<file path="src/rtl/video_timing_gen.sv">
// Raster timing generator for a progressive PAL composite output: beam counters,
// pixel/line strobes, visibility flags and sync/burst gating, all registered and aligned.
module video_timing_gen #(
  parameter int CLKS_PER_LINE   = 3072,
  parameter int LINES_PER_FIELD = 312,
  parameter int HSYNC_CLKS      = 226,
  parameter int BURST_START     = 269,
  parameter int BURST_CLKS      = 108,
  parameter int VSYNC_LINES     = 3,
  parameter int WINDOW_START    = 600,
  parameter int PIXEL_DIV       = 9,
  parameter int WINDOW_PIXELS   = 256,
  parameter int VIS_FIRST_LINE  = 40,
  parameter int VIS_LINES       = 256
) (
  input  logic        clk,
  input  logic        rst_n,
  output logic [12:0] video_x,
  output logic [8:0]  video_y,
  output logic        newline,
  output logic        newpixel,
  output logic        field_start,
  output logic        visible_line,
  output logic        visible_window,
  output logic        sync,
  output logic        burst_gate
);

  localparam int WINDOW_END = WINDOW_START + WINDOW_PIXELS * PIXEL_DIV;
  localparam int DIV_W      = (PIXEL_DIV > 1) ? $clog2(PIXEL_DIV) : 1;

  localparam logic [12:0]      X_LAST      = 13'(CLKS_PER_LINE - 1);
  localparam logic [8:0]       Y_LAST      = 9'(LINES_PER_FIELD - 1);
  localparam logic [12:0]      X_DIV_CLEAR = 13'(WINDOW_START);
  localparam logic [DIV_W-1:0] DIV_LAST    = DIV_W'(PIXEL_DIV - 1);

  // Thresholds are one bit wider than the counters so a bound equal to the
  // full line/field length still compares correctly.
  localparam logic [13:0] X_WIN_BEGIN   = 14'(WINDOW_START);
  localparam logic [13:0] X_WIN_END     = 14'(WINDOW_END);
  localparam logic [13:0] X_HSYNC_END   = 14'(HSYNC_CLKS);
  localparam logic [13:0] X_HALF        = 14'(CLKS_PER_LINE / 2);
  localparam logic [13:0] X_BROAD1_END  = 14'(CLKS_PER_LINE / 2 - HSYNC_CLKS);
  localparam logic [13:0] X_BROAD2_END  = 14'(CLKS_PER_LINE - HSYNC_CLKS);
  localparam logic [13:0] X_BURST_BEGIN = 14'(BURST_START);
  localparam logic [13:0] X_BURST_END   = 14'(BURST_START + BURST_CLKS);
  localparam logic [9:0]  Y_VSYNC_END   = 10'(VSYNC_LINES);
  localparam logic [9:0]  Y_VIS_BEGIN   = 10'(VIS_FIRST_LINE);
  localparam logic [9:0]  Y_VIS_END     = 10'(VIS_FIRST_LINE + VIS_LINES);

  if (WINDOW_END > CLKS_PER_LINE) begin : g_window_check
    $error("visible window does not fit in the line");
  end
  if (BURST_START + BURST_CLKS > WINDOW_START) begin : g_burst_check
    $error("burst gate overlaps the visible window");
  end
  if (CLKS_PER_LINE > 8192 || LINES_PER_FIELD > 512) begin : g_size_check
    $error("line or field length exceeds counter width");
  end

  typedef enum logic {NORMAL, BROAD} line_state_t;

  line_state_t      state_reg, state_next;
  logic [12:0]      x_reg, x_next;
  logic [8:0]       y_reg, y_next;
  logic [DIV_W-1:0] div_reg, div_next;
  logic [13:0]      x_ext;
  logic [9:0]       y_ext;

  logic newline_reg, newpixel_reg, field_start_reg, visible_line_reg;
  logic visible_window_reg, sync_reg, burst_gate_reg;
  logic newline_next, newpixel_next, field_start_next, visible_line_next;
  logic visible_window_next, sync_next, burst_gate_next;

  always_comb begin
    x_next = x_reg + 13'd1;
    y_next = y_reg;
    if (x_reg == X_LAST) begin
      x_next = '0;
      y_next = (y_reg == Y_LAST) ? '0 : y_reg + 9'd1;
    end
    x_ext = {1'b0, x_next};
    y_ext = {1'b0, y_next};
  end

  // Divider phase restarts at the window's first clock so pixel edges line up with it.
  always_comb begin
    if (x_next == X_DIV_CLEAR || div_reg == DIV_LAST) begin
      div_next = '0;
    end else begin
      div_next = div_reg + 1'b1;
    end
  end

  always_comb begin
    state_next = state_reg;
    sync_next  = 1'b0;
    if (x_next == 13'd0) begin
      state_next = (y_ext < Y_VSYNC_END) ? BROAD : NORMAL;
    end
    case (state_next)
      NORMAL: sync_next = (x_ext < X_HSYNC_END);
      BROAD:  sync_next = (x_ext < X_BROAD1_END) ||
                          (x_ext >= X_HALF && x_ext < X_BROAD2_END);
      default: sync_next = 1'b0;
    endcase
  end

  always_comb begin
    newline_next        = (x_next == 13'd0);
    field_start_next    = newline_next && (y_next == 9'd0);
    visible_line_next   = (y_ext >= Y_VIS_BEGIN) && (y_ext < Y_VIS_END);
    visible_window_next = visible_line_next && (x_ext >= X_WIN_BEGIN) && (x_ext < X_WIN_END);
    newpixel_next       = visible_window_next && (div_next == DIV_LAST);
    burst_gate_next     = (y_ext >= Y_VSYNC_END) &&
                          (x_ext >= X_BURST_BEGIN) && (x_ext < X_BURST_END);
  end

  always_ff @(posedge clk or negedge rst_n) begin
    if (!rst_n) begin
      state_reg <= NORMAL;
    end else begin
      state_reg <= state_next;
    end
  end

  always_ff @(posedge clk or negedge rst_n) begin
    if (!rst_n) begin
      x_reg              <= X_LAST;
      y_reg              <= Y_LAST;
      div_reg            <= '0;
      newline_reg        <= 1'b0;
      newpixel_reg       <= 1'b0;
      field_start_reg    <= 1'b0;
      visible_line_reg   <= 1'b0;
      visible_window_reg <= 1'b0;
      sync_reg           <= 1'b0;
      burst_gate_reg     <= 1'b0;
    end else begin
      x_reg              <= x_next;
      y_reg              <= y_next;
      div_reg            <= div_next;
      newline_reg        <= newline_next;
      newpixel_reg       <= newpixel_next;
      field_start_reg    <= field_start_next;
      visible_line_reg   <= visible_line_next;
      visible_window_reg <= visible_window_next;
      sync_reg           <= sync_next;
      burst_gate_reg     <= burst_gate_next;
    end
  end

  assign video_x        = x_reg;
  assign video_y        = y_reg;
  assign newline        = newline_reg;
  assign newpixel       = newpixel_reg;
  assign field_start    = field_start_reg;
  assign visible_line   = visible_line_reg;
  assign visible_window = visible_window_reg;
  assign sync           = sync_reg;
  assign burst_gate     = burst_gate_reg;

endmodule

</file>
<file path="config.mk">
export PLATFORM = sky130hd
export DESIGN_NAME = video_timing_gen
export DESIGN_NICKNAME = d
export VERILOG_FILES = /design/src/rtl/video_timing_gen.sv
export SDC_FILE = /design/constraint.sdc
export NUM_CORES = 1
export LEC_CHECK = 0
export ABC_CLOCK_PERIOD_IN_PS = 3900
export BUFFER_PORTS_ARGS = -buffer_cell sky130_fd_sc_hd__buf_2
export CAP_MARGIN = 20
export CORE_MARGIN = 2
export CORE_UTILIZATION = 25
export DETAILED_ROUTE_END_ITERATION = 7
export PLACE_DENSITY = 0.44
export SLEW_MARGIN = 5
export SYNTH_ARGS = -nofsm -noshare
export SYNTH_HDL_FRONTEND = slang
export SYNTH_SLANG_ARGS = --single-unit
</file>
<file path="constraint.sdc">
create_clock -name clk -period 3.9 [get_ports clk]
set_input_delay 0.195 -clock clk [delete_from_list [all_inputs] [get_ports clk]]
set_output_delay 0.195 -clock clk [all_outputs]
set_load 0.005 [all_outputs]
</file>
== Yosys cells after proc, flatten, opt, wreduce, memory -nomap -nowiden ==
Cells that the tools add are included.
Word-level totals
  output and inout port bits: 29
  logic and storage cells: 51
  bits in registers: 34
  input bits: 2
Cells by class
  equality and inequality tests: 5
  bitwise gates (word level): 1
  muxes and demuxes: 7
  add/subtract/negate cells: 3
  $lt $le $gt $ge: 12
  reduce and logical (&&, ||, !) cells: 12
Operators by type and width (count)
  less-than comparator 13 x 12 -> 1 bit, second input constant: 2
  two-way mux 9 bit: 2
  adder 13 x 1 -> 13 bit, second input constant: 1
  equality test 13 x 10 -> 1 bit, second input constant: 1
  equality test 13 x 12 -> 1 bit, second input constant: 1
  greater-or-equal comparator 13 x 10 -> 1 bit, second input constant: 1
  greater-or-equal comparator 13 x 11 -> 1 bit, second input constant: 1
  greater-or-equal comparator 13 x 9 -> 1 bit, second input constant: 1
  zero test 13 bit: 1
  less-than comparator 13 x 11 -> 1 bit, second input constant: 1
  less-than comparator 13 x 8 -> 1 bit, second input constant: 1
  less-than comparator 13 x 9 -> 1 bit, second input constant: 1
  two-way mux 13 bit: 1
  adder 9 x 1 -> 9 bit, second input constant: 1
  equality test 9 bit, second input constant: 1
  greater-or-equal comparator 9 x 2 -> 1 bit, second input constant: 1
  greater-or-equal comparator 9 x 6 -> 1 bit, second input constant: 1
  zero test 9 bit: 1
  less-than comparator 9 x 2 -> 1 bit, second input constant: 1
  less-than comparator 9 bit, second input constant: 1
  equality test 4 bit, second input constant: 2
  logical AND 1 bit: 8
  adder 4 x 1 -> 4 bit, second input constant: 1
  two-way mux 4 bit: 1
  4 further kinds: 6

== Logic depth before layout (Yosys ltp) ==
Gate-level depths: netlist of run 1.
  depth in word-level cells: 8
  mapped depth: 10
  gate-level depth less buffers: 9

== Least setup slack after synthesis of run 1 ==
OpenSTA, ideal clock, no wires.
  kind: register to register
  start: register x_reg[0] (netlist: video_x[0])
  end: register sync_reg (netlist: sync)
  setup slack: 1.088 ns
  cell stages (with the launch flop): 11
  path buffers: 2
  clock period less this slack: 2.812 ns
  library setup time: 0.079 ns
  required time: 3.821 ns
  arrival: 2.732 ns
  path through: dfstp_2 > ha_1 > and4_1 > buf_4 > nand4_4 > buf_2 > o21ai_1 > nand3_1 > or4b_4 > o31ai_2 > mux2i_1
Between the ends
  cells in the longest elaborated chain, start to end: 7
  elaborated cells on any way between the ends: 16
  classes of those cells: 1 x add/sub; 5 x order compare; 1 x eq/ne; 5 x mux; 1 x bitwise; 3 x reduce/logical
RTL lines
  start: declaration: RTL line 64  | logic [12:0] x_reg, x_next;
  start signal: assignment: RTL line 140  | x_reg <= x_next;
  equality test 13 x 12 -> 1 bit: RTL line 78  | if (x_reg == X_LAST) begin
  two-way mux 9 bit: RTL line 78
  less-than comparator 9 x 2 -> 1 bit: RTL line 99  | state_next = (y_ext < Y_VSYNC_END) ? BROAD : NORMAL;
  two-way mux 1 bit: RTL line 99
  two-way mux 1 bit *: RTL line 98  | if (x_next == 13'd0) begin
  net state_next: RTL line 63  | line_state_t state_reg, state_next;
  NOT 1 bit: RTL line 101  | case (state_next)
  case mux 1 bit (2 select lines) *: RTL line 101
  net sync_next: RTL line 73  | logic visible_window_next, sync_next, burst_gate_next;
  end signal: assignment: RTL line 148  | sync_reg <= sync_next;
  end: declaration: RTL line 71  | logic visible_window_reg, sync_reg, burst_gate_reg;
Mark *: on every way through the listed nets, which the timed path passes. The rest lies on a longest branch.

== Worst setup path after layout of run 1 ==
Same ends and word-level chain as after synthesis.

==> results of run 1 <==
[final cells by class]
type	instances	area, um2	share of cell area [%]
Multi-Input combinational cell	179	1230	48.1
Sequential cell	34	872	34.2
Timing Repair Buffer	31	158	6.18
Tap cell	108	135	5.30
Clock buffer	6	82.6	3.24
Inverter	17	63.8	2.50
Clock inverter	2	12.5	0.490
[cell families (layout without fill, tap and decap cells)]
| kind of cell | count (synthesis) | count (layout) | synth area share [%] |
|---|---|---|---|
| DFF | 34 | 34 | 39.0 |
| buffers and inverters | 28 | 56 | 6.15 |
| xor gates and xnor gates | 13 | 13 | 5.09 |
| and+or+nand+nor | 94 | 94 | 25.2 |
| adders and majority gates | 5 | 5 | 2.80 |
| AOI/OAI and AO/OA | 65 | 65 | 20.9 |
| muxes | 2 | 2 | 0.895 |
[metrics by stage]
stage	power (W)	util, %	cells
after floorplan	0.000359	-	241
after global placement	0.000368	28.3	369
after detailed placement	0.000368	28.3	369
after CTS	0.000659	29.4	377
after global routing	0.000674	29.4	377
final	0.000645	29.4	377
[worst max-delay path, cell delays in order, from the launching register on]
cell     delay [ns]
dfstp_2        0.61
ha_1           0.30
and4_1         0.51
nand4_4        0.30
nor4_1         0.36
nor3_2         0.12
or4_4          0.53
o31ai_2        0.35
mux2i_1        0.23
[layout by cell type (no fill, tap or decap), drive strengths merged, types with 6 or more instances in the layout]
cell	n
nand4	11
a21oi	6
o21ai	22
nand3	11
dfrtp	17
buf	31
xnor2	9
clkbuf	6
nor2	16
dfstp	17
inv	17
nand2	19
[final timing paths]
check                                  end        from
worst min register to register  video_y[1]  video_y[1]
min in group clk                video_y[1]  video_y[1]
worst min-delay path            video_y[6]       rst_n
worst max-delay path                  sync  video_x[0]
worst max register to register        sync  video_x[0]
max in group asynchronous       div_reg[2]       rst_n
[layer usage]
| layer | vias to the layer above | global-route usage (%) | wire [um] |
|---|---|---|---|
| met2 | 54 | 20.2 | 2930 |
| met1 | 957 | 18.5 | 2870 |
| met5 | - | 0 | 0 |
| met3 | 8 | 2.77 | 275 |
| li1 | 957 | - | - |
| met4 | 0 | 5.06 | 99 |
[power by group]
group / switching (W) / internal [W] / total (W)
logic: 0.00000697 / 0.000000361 / 0.00000733
registers: 0 / 0.000353 / 0.000353
clock network: 0.000142 / 0.000142 / 0.000284
total: 0.000149 / 0.000496 / 0.000645
[cell usage after synthesis, types with 2 or more instances]
| cell | instances |
|---|---|
| and4_1 | 5 |
| o21a_1 | 3 |
| o2111ai_1 | 2 |
| nor2_1 | 16 |
| xnor2_1 | 9 |
| nand2b_1 | 2 |
| a2111oi_0 | 2 |
| buf_2 | 5 |
| o22ai_1 | 2 |
| xor2_1 | 4 |
| nand4_1 | 10 |
| and2_1 | 2 |
| buf_6 | 2 |
| a22oi_1 | 3 |
| mux2i_1 | 2 |
| a21oi_1 | 5 |
| ha_1 | 5 |
| o211ai_1 | 3 |
| o31ai_1 | 3 |
| or3_1 | 4 |
| nor3b_1 | 2 |
| and3_1 | 2 |
| inv_1 | 16 |
| dfstp_2 | 17 |
| a31oi_1 | 5 |
| nand3_1 | 11 |
| buf_4 | 3 |
| o21ai_0 | 19 |
| dfrtp_1 | 17 |
| a21boi_0 | 2 |
| nand3b_1 | 3 |
| o21ai_1 | 2 |
| nor4b_1 | 2 |
| nand2_1 | 19 |
| nor4_1 | 2 |
| nor3_1 | 3 |
==> results.sh, run 1 <==
export IMPL_gp_congestion=0.834
export IMPL_cts_resized=0
export IMPL_ir_drop_v=0.000147
export IMPL_dieHeight_um=98.6
export IMPL_p_per_area_mw_per_mm2=253
export IMPL_drt_wl_total_um=6170
export IMPL_portBuffers=30
export IMPL_cts_buffers=5
export IMPL_antenna_found_initial=0
export IMPL_drtPass1Iterations=4
export IMPL_hold_ws_ns=-0.00335
export IMPL_num_rows=34
export IMPL_fmax_mhz=297
export IMPL_finalHoldViolCount=5
export IMPL_synth_ff_type="dfstp_2"
export IMPL_fin_setup_tns_ns=0
export IMPL_drc=0
export IMPL_slew_violations=0
export IMPL_numClockSinks=34
export IMPL_htree_levels=2
export IMPL_clk_latency_ns=0.29
export IMPL_clk_pin_slew_ns=0.08
export IMPL_drv_cap=0
export IMPL_synth_top_area_share_pct=20.0
export IMPL_cts_root_buf="clkbuf_8"
export IMPL_fill_cells=951
export IMPL_cts_tree="done"
export IMPL_final_layout_size_suffix_gt1_share_pct=26.0
export IMPL_avgRoutedWirePerCell_um=16.4
export IMPL_grt_use_total_pct=13.3
export IMPL_netlist_area_mm2=0.00224
export IMPL_design_area_mm2=0.00255
export IMPL_yosys_warnings=0
export IMPL_largest_register_ffs=13
export IMPL_ys_ff_latch=34
export IMPL_grt_pass1_wl_um=10200
export IMPL_arrival_ns=3.58
export IMPL_synth_edf_count=0
export IMPL_avgSynthCellArea_um2=9.28
export IMPL_fp_dieW_um=98.6
export IMPL_post_route_period_util_pct=86.4
export IMPL_n_antenna_cell=0
export IMPL_hold_class="in -> async"
export IMPL_worstSetupPathType="reg -> reg"
export IMPL_cts_hold_fix_buffers=0
export IMPL_vias_per_cell=5.24
export IMPL_fin_ws_ns=0.530
export IMPL_worst_slew_pin_transition_ns=0.798
export IMPL_violations="hold timing"
export IMPL_synthToLayoutAreaGrowth_pct=14.0
export IMPL_ant_nets=0
export IMPL_startpoint_type="flip-flop"
export IMPL_final_setup_skew_ns=0.00824
export IMPL_fp_dieArea_mm2=0.00972
export IMPL_dpl_worst_slack_ns=0.570
export IMPL_synthArstFlopShare_pct=100
export IMPL_min_period_ns=3.37
export IMPL_coreArea_mm2=0.00868
export IMPL_syn_inst=241
export IMPL_r2r_cells=8
export IMPL_synthTopCellsByArea="dfstp_2 20%, dfrtp_1 19%, o21ai_0 4.3%"
export IMPL_grt_pass1_vias=1896
export IMPL_vias=1976
export IMPL_syn_nets=248
export IMPL_post_cts_buffers=0
export IMPL_boundaryPins=31
export IMPL_slew_headroom_pct=46.8
export IMPL_yosysUniqueCellTypes=63
export IMPL_r2r_slack_ns=0.53
export IMPL_clockBufferDepth=2
export IMPL_p_leak_nw=1.05
export IMPL_hpwl_um=4540
export IMPL_grt_overflow=0
export IMPL_initial_core_util_pct=25.8
export IMPL_rsz0062_at_grt="false"
export IMPL_setup_viol=0
export IMPL_critPathMaxFanout=14
export IMPL_initialDrtViolationCount=133
export IMPL_finalNetCount=275
export IMPL_place_area_mm2=0.00246
export IMPL_status="finished with violations"
export IMPL_yosysTopAreaCell="dfstp_2"
export IMPL_crit_path_end_kind="flip-flop"
export IMPL_yosysSeqAreaShare_pct=39.0
export IMPL_grt_max_degree=35
export IMPL_worstPathRequired_ns=4.11
Note: power is estimated with default switching activity, not from simulation.
==> run 2: changes to the inputs <==
--- a/config.mk
+++ b/config.mk
@@ -8,6 +8,7 @@
 export ABC_CLOCK_PERIOD_IN_PS = 3900
 export BUFFER_PORTS_ARGS = -buffer_cell sky130_fd_sc_hd__buf_2
 export CAP_MARGIN = 20
+export CORE_ASPECT_RATIO = 0.5
 export CORE_MARGIN = 2
 export CORE_UTILIZATION = 25
 export DETAILED_ROUTE_END_ITERATION = 7
==> run 2 against run 1 <==
The flow still finishes with violations (hold timing). Power up 26%. Count of clock-buffer cells in the layout fell by 1. Combinational power down 4.1%. Worst setup slack better by 0.024 ns. Non-clock buffer count unchanged. Clock skew shrank 0.0043 ns. Largest power group is now the clock network.
==> results.sh, run 2 (same netlist as run 1, synthesis figures left out) <==
export IMPL_setup_viol=0
export IMPL_portBuffers=30
export IMPL_dieHeight_um=70.9
export IMPL_grt_pass1_wl_um=9890
export IMPL_htree_levels=2
export IMPL_worstSetupPathType="reg -> reg"
export IMPL_drv_cap=0
export IMPL_startpoint_type="flip-flop"
export IMPL_post_route_period_util_pct=85.8
export IMPL_initial_core_util_pct=25.7
export IMPL_cts_tree="done"
export IMPL_crit_slowest_cell="dfstp_2"
export IMPL_gp_congestion=0.925
export IMPL_final_layout_size_suffix_gt1_share_pct=26.0
export IMPL_cpPeakStageDelay_ns=0.61
export IMPL_n_antenna_cell=0
export IMPL_grt_pass1_vias=1879
export IMPL_coreArea_mm2=0.00871
export IMPL_finalHoldViolCount=10
export IMPL_largest_register_ffs=13
export IMPL_cts_hold_fix_buffers=0
export IMPL_avgRoutedWirePerCell_um=15.5
export IMPL_cpMostUsedCell="and4_1"
export IMPL_clk_pin_slew_ns=0.05
export IMPL_slew_headroom_pct=49.1
export IMPL_boundaryPins=31
export IMPL_fp_dieArea_mm2=0.00977
export IMPL_r2r_cells=8
export IMPL_crit_path_end_kind="flip-flop"
export IMPL_clk_latency_ns=0.28
export IMPL_drc=0
export IMPL_antenna_found_initial=0
export IMPL_min_period_ns=3.35
export IMPL_final_setup_skew_ns=0.00398
export IMPL_synthToLayoutAreaGrowth_pct=17.9
export IMPL_numClockSinks=34
export IMPL_fp_dieW_um=138
export IMPL_fmax_mhz=299
export IMPL_grt_max_degree=35
export IMPL_post_cts_buffers=0
export IMPL_p_leak_nw=1.08
export IMPL_critPathMaxFanout=11
export IMPL_clockBufferDepth=2
export IMPL_slew_violations=0
export IMPL_final_common_cell="buf_2"
export IMPL_initialDrtViolationCount=93
export IMPL_hpwl_um=4520
export IMPL_vias_per_cell=5.08
export IMPL_ir_drop_v=0.000164
export IMPL_arrival_ns=3.55
export IMPL_finalNetCount=275
export IMPL_vias=1959
export IMPL_cts_root_buf="clkbuf_16"
export IMPL_hold_class="in -> async"
export IMPL_worst_slew_pin_transition_ns=0.764
export IMPL_cts_buffers=5
export IMPL_fill_cells=920
export IMPL_status="finished with violations"
export IMPL_grt_overflow=0
export IMPL_hold_ws_ns=-0.0125
export IMPL_grt_use_total_pct=13.3
export IMPL_p_per_area_mw_per_mm2=308
export IMPL_num_rows=24
export IMPL_fin_setup_tns_ns=0
export IMPL_drtPass1Iterations=4
export IMPL_worstPathRequired_ns=4.10
export IMPL_mostFrequentLayoutCells="30 x buf_2, 19 x nand2_1, 19 x o21ai_0, 17 x dfrtp_1, 17 x dfstp_2"
export IMPL_violations="hold timing"
export IMPL_rsz0062_at_grt="false"
export IMPL_drt_wl_total_um=6000
export IMPL_ant_nets=0
export IMPL_path_cells="ha_1 -> and4_1 -> and4_1 -> and3_1 -> a31oi_1 -> or4b_4 -> o31ai_2 -> mux2i_1"
export IMPL_cts_resized=0
## run 2: cell count changes in the layout (fill, tap and decap cells not counted)
cell        previous run  this run
clkbuf_8               6         0
clkinv_2               1         0
bufinv_16              0         1
clkinvlp_4             1         2
clkbuf_16              0         5
## run 2: critical path, delay by kind of cell, from the launching register on
family	cells	cell delay (ns)
AND/OR/NAND/NOR	4	1.69
AO/OA/AOI/OAI	2	0.43
flip-flops	1	0.61
adder cells (fa/ha/maj)	1	0.31
multiplexers	1	0.22
## run 2: where the power goes
part           leakage (nW)  switching, W  internal [W]   total (W)
clock network        0.0760      0.000150      0.000301    0.000451
logic                 0.601    0.00000667   0.000000361  0.00000703
registers             0.404             0      0.000354    0.000354
total                  1.08      0.000157      0.000655    0.000812
## run 2: metal layers
layer	global-route usage [%]	vias up	part of all wire, %
li1	-	951	-
met1	18.6	939	47
met2	19.9	58	46
met3	2.80	11	4.3
met4	5.33	0	1.9
met5	0	-	0
## run 2: layout make-up
cell class / count / area, um2 / area share (%)
Clock buffer: 5 / 125 / 4.74
Clock inverter: 3 / 45.0 / 1.71
Inverter: 17 / 63.8 / 2.42
Multi-Input combinational cell: 179 / 1230 / 46.5
Sequential cell: 34 / 872 / 33.1
Tap cell: 117 / 146 / 5.55
Timing Repair Buffer: 31 / 158 / 5.98
## run 2: stage by stage
stage                     std cells  util [%]  cell area [um2]  total power, W  worst slack (ns)
after floorplan                 241         -             2240        0.000359              1.09
after global placement          378      28.3             2470        0.000367             0.660
after detailed placement        378      28.3             2470        0.000367             0.593
after CTS                       386      30.3             2640        0.000825             0.568
after global routing            386      30.3             2640        0.000848             0.296
final                           386      30.3             2640        0.000812             0.553
## run 2: path summary, 6_finish.rpt
check,start,to,slack (ns)
hold / removal,rst_n,visible_line,-0.01
setup / recovery,video_x[0],sync,0.55
min in group clk,div_reg[0],div_reg[0],0.50
max in group asynchronous,rst_n,video_y[7],3.42
setup reg to reg,video_x[0],sync,0.55
hold reg to reg,div_reg[0],div_reg[0],0.50
